### src/rtl/demux_stream.sv
// demux_stream: registered 1-to-NCH valid/ready demux, one output word register per channel, 1-cycle latency.
// in_ready tracks the addressed slot (all slots when broadcasting); define DEMUX_BCAST_EN to enable broadcast.
module demux_stream #(
  parameter int W   = 8,
  parameter int NCH = 4,
  localparam int SELW = $clog2(NCH)
) (
  input  logic             clk,
  input  logic             rst_n,
  input  logic             enable,
  input  logic             in_valid,
  output logic             in_ready,
  input  logic [W-1:0]     in_data,
  input  logic [SELW-1:0]  in_sel,
  input  logic             bcast,
  output logic [NCH-1:0]   out_valid,
  input  logic [NCH-1:0]   out_ready,
  output logic [NCH*W-1:0] out_data,
  output logic             err
);
  localparam logic [SELW:0] NCH_L = (SELW+1)'(NCH);

  logic [NCH-1:0]        r_valid;
  logic [NCH-1:0][W-1:0] r_data;
  logic                  r_err;
  logic [NCH-1:0]        w_free;
  logic                  w_free_sel;
  logic                  w_sel_ok;
  logic                  w_bcast;
  logic                  w_accept;
  logic [NCH-1:0]        w_load;

`ifdef DEMUX_BCAST_EN
  assign w_bcast = bcast;
`else
  logic w_unused_bcast;
  assign w_unused_bcast = bcast;
  assign w_bcast        = 1'b0;
`endif

  // A slot being drained this cycle can take a new word on the same edge.
  assign w_free   = ~r_valid | out_ready;
  assign w_sel_ok = ({1'b0, in_sel} < NCH_L);

  always_comb begin
    w_free_sel = 1'b0;
    for (int i = 0; i < NCH; i++) begin
      if (in_sel == SELW'(i)) begin
        w_free_sel = w_free[i];
      end
    end
  end

  // Out-of-range selects are always accepted so a bad word never wedges the producer.
  assign in_ready = enable & (w_bcast ? (&w_free) : (w_sel_ok ? w_free_sel : 1'b1));
  assign w_accept = in_valid & in_ready;

  always_comb begin
    w_load = '0;
    for (int i = 0; i < NCH; i++) begin
      w_load[i] = w_accept & (w_bcast | (in_sel == SELW'(i)));
    end
  end

  always_ff @(posedge clk) begin
    if (!rst_n) begin
      r_valid <= '0;
      r_data  <= '0;
      r_err   <= 1'b0;
    end else begin
      r_err <= w_accept & ~w_bcast & ~w_sel_ok;
      for (int i = 0; i < NCH; i++) begin
        if (w_load[i]) begin
          r_valid[i] <= 1'b1;
          r_data[i]  <= in_data;
        end else if (out_ready[i]) begin
          r_valid[i] <= 1'b0;
        end
      end
    end
  end

  assign out_valid = r_valid;
  assign out_data  = r_data;
  assign err       = r_err;
endmodule

### config.mk
export PLATFORM = sky130hd
export DESIGN_NAME = demux_stream
export DESIGN_NICKNAME = d
export VERILOG_FILES = /design/src/rtl/demux_stream.sv
export SDC_FILE = /design/constraint.sdc
export NUM_CORES = 1
export LEC_CHECK = 0
export ABC_AREA = 0
export ABC_CLOCK_PERIOD_IN_PS = 1100
export CORE_MARGIN = 1.5
export CORE_UTILIZATION = 38
export DETAILED_ROUTE_END_ITERATION = 8
export GPL_TIMING_DRIVEN = 1
export PLACE_DENSITY = 0.75
export SYNTH_ARGS = -nofsm -noshare
export SYNTH_HDL_FRONTEND = slang
export SYNTH_SLANG_ARGS = --single-unit
### constraint.sdc
create_clock -name clk -period 1.1 [get_ports clk]
set_clock_uncertainty 0.2 [all_clocks]
set_input_delay 0.165 -clock clk [delete_from_list [all_inputs] [get_ports clk]]
set_output_delay 0.165 -clock clk [all_outputs]
set_load 0.005 [all_outputs]
==> results.cfg <==
[cells_and_area]
multi_input_area_um2 = 704
finalCoreUtilization_pct = 68.2
drive_gt1_share_pct = 54.7
fillers = 285
antenna_cells = 0
final_cell_mix = nand2_1 (41), dfxtp_2 (36), mux2i_1 (33), buf_2 (26), buf_6 (20)
regArea_um2 = 766
syn2layout_area_growth_pct = 67.1
final_common_cell = nand2_1
final_nets = 232

[job]
drv_cap = 0

[global_route]
grt_use_met2_pct = 37.4
busiest_layer = met2
met1_usage_pct = 21.5
grt_usage_pct = 20.5
grt_pass1_vias = 1258
grt_pass1_wl_mm = 6.19
grt_max_degree = 16
overflow = 0
grt_use_met3_pct = 6.51
antenna_found_initial = 0

[worst_setup_path]
ff2ff_path_depth = 6
cp-endpoint = in_ready
start_kind = flop
rr_endpoint = out_data[4]
worstPathArrival_ps = 1260
r2r_slack_ps = -440
crit_type = flop to primary output
crit_path_start = out_valid[0]
cp.required_ps = 730
cp-end-kind = primary output
regToRegStartpoint = out_valid[0]
cp_max_fo = 2

[power_and_ir_drop]
power.share.combinational_pct = 12.1
leakagePower_nw = 1.13
clock_power_share_pct = 36.7
power_density_mw_per_mm2 = 1130
peakVddDrop_uv = 657
p_int_w = 0.00203
switching_share_pct = 23.2
seqPwrFrac_pct = 51.2
p_sw_w = 0.000614

[cts]
cts_tree = done
insertion_delay_ps = 290
h-tree-depth = 2
clockRootBuffer = clkbuf_8
cts.sinks = 36
numCtsBuffers = 5
clock_path_buffers = 2
clk_pin_slew_ps = 70

[logic_synthesis]
seq_area_frac_synth_pct = 51.3
synthCells = 138
synth_top_area_share_pct = 51.3
ys_ff_latch = 36
synth_warnings = 0
yosysUniqueCellTypes = 18
syn-cell-area_mm2 = 0.00141
syn_area_per_cell_um2 = 10.2
synth_area_leader_cell = dfxtp_1
syn-num-nets = 157
synthTopCellsByArea = dfxtp_1 (51%), mux2i_1 (24%), nand2_1 (11%)

[run_status]
violations = setup timing
status = finished, violations left

[sta]
whs_ps = 169
maxSlewViolCount = 0
setup_slack_ps = -521
period_share_pct = 147
finalSetupViolations = 42
rsz0062_at_grt = true
finalHoldViolCount = 0
setup_tns_ps = -9080
finalCriticalPeriod_ps = 1620
max_freq_ghz = 0.617

[placed_design]
hpwlAfterDp_mm = 2.41
port_buffers = 54
place_congestion = 0.796

[floorplanning]
rows = 21
io_pins = 57
die_area_mm2 = 0.00407
die_w_um = 63.8
coreArea_mm2 = 0.00344
initial_core_util_pct = 40.8
die_h_um = 63.8

[detailed_routing]
drc_errors = 0
vias = 1264
routed_via_density = 4.86
firstDrtPassIters = 4
drt-total-wl_mm = 4.13
drtIter0Drc = 26
antenna_left = 0
wl_per_cell_um = 15.9

[min_path]
hold_path_depth = 4
min_path_type = input port to flop
[synthesized netlist by cell type (all sizes together)]
library cell  number
clkbuf             3
a21boi             2
nand2b             3
o22ai              1
conb               1
and3b              1
nor3b              2
mux2               1
nand3              2
nor2b              2
buf                7
o21a               2
dfxtp             36
nand2             41
and3               1
mux2i             33
[power groups by stage]
stage	clock, W	combinational (W)	sequential (W)
after floorplan	0	0.000110	0.00138
after global placement	0	0.000279	0.00138
after detailed placement	0	0.000286	0.00138
after CTS	0.000972	0.000299	0.00135
after global routing	0.00104	0.000341	0.00136
final	0.000972	0.000321	0.00135
[registers in the layout, indices dropped and copies added, names as in the netlist]
name       flops
out_data      32
out_valid      4
[worst min-delay path by stage]
stage	from	slack [ps]	endpoint
final	out_ready[1]	170	out_valid[1]
after global routing	out_ready[1]	180	out_valid[1]
after CTS	out_ready[1]	180	out_valid[1]
after detailed placement	out_data[16]	250	out_data[16]
after global placement	out_data[21]	240	out_data[21]
after floorplan	in_data[2]	170	out_data[10]
[per-stage QoR]
step | setup WS (ps) | cell area, um2 | power [W] | std cells
after floorplan | -90.7 | 1430 | 0.00149 | 138
after global placement | -897 | 2100 | 0.00166 | 241
after detailed placement | -953 | 2100 | 0.00166 | 241
after CTS | -525 | 2240 | 0.00262 | 257
after global routing | -581 | 2350 | 0.00274 | 260
final | -521 | 2350 | 0.00265 | 260
[worst max-delay path: stages (launching register included)]
cell and delay (ps):
dfxtp_2 320, nor2b_4 120, mux2_4 270, o22ai_2 130
buf_2 130
[layout make-up]
class / instances / share of cell area, %
Sequential cell: 36 / 32.6
Multi-Input combinational cell: 92 / 30.0
Tap cell: 46 / 2.45
Timing Repair Buffer: 78 / 31.1
Clock buffer: 8 / 3.84
[layer usage]
layer	routed length, um	vias to the layer above
li1	-	609
met4	69	0
met2	2280	40
met5	0	-
met3	164	6
met1	1620	609
[cell families (layout without fill, tap and decap cells)]
kind of cell	Yosys count	in the layout	synth area share, %
flops	36	36	51.3
simple gates	52	52	16.8
other cells	1	1	0.267
compound gates	5	5	2.58
mux	34	34	24.3
buf+inv	10	86	4.72
[timing repair]
item	in CTS	in global routing
pin swaps	6	1
cloned	3	1
endpoints found under the setup margin	73	73
hold buffers	0	0
buffers inserted	5	4
resized for setup	208	20
(Power assumes the default switching activity.)
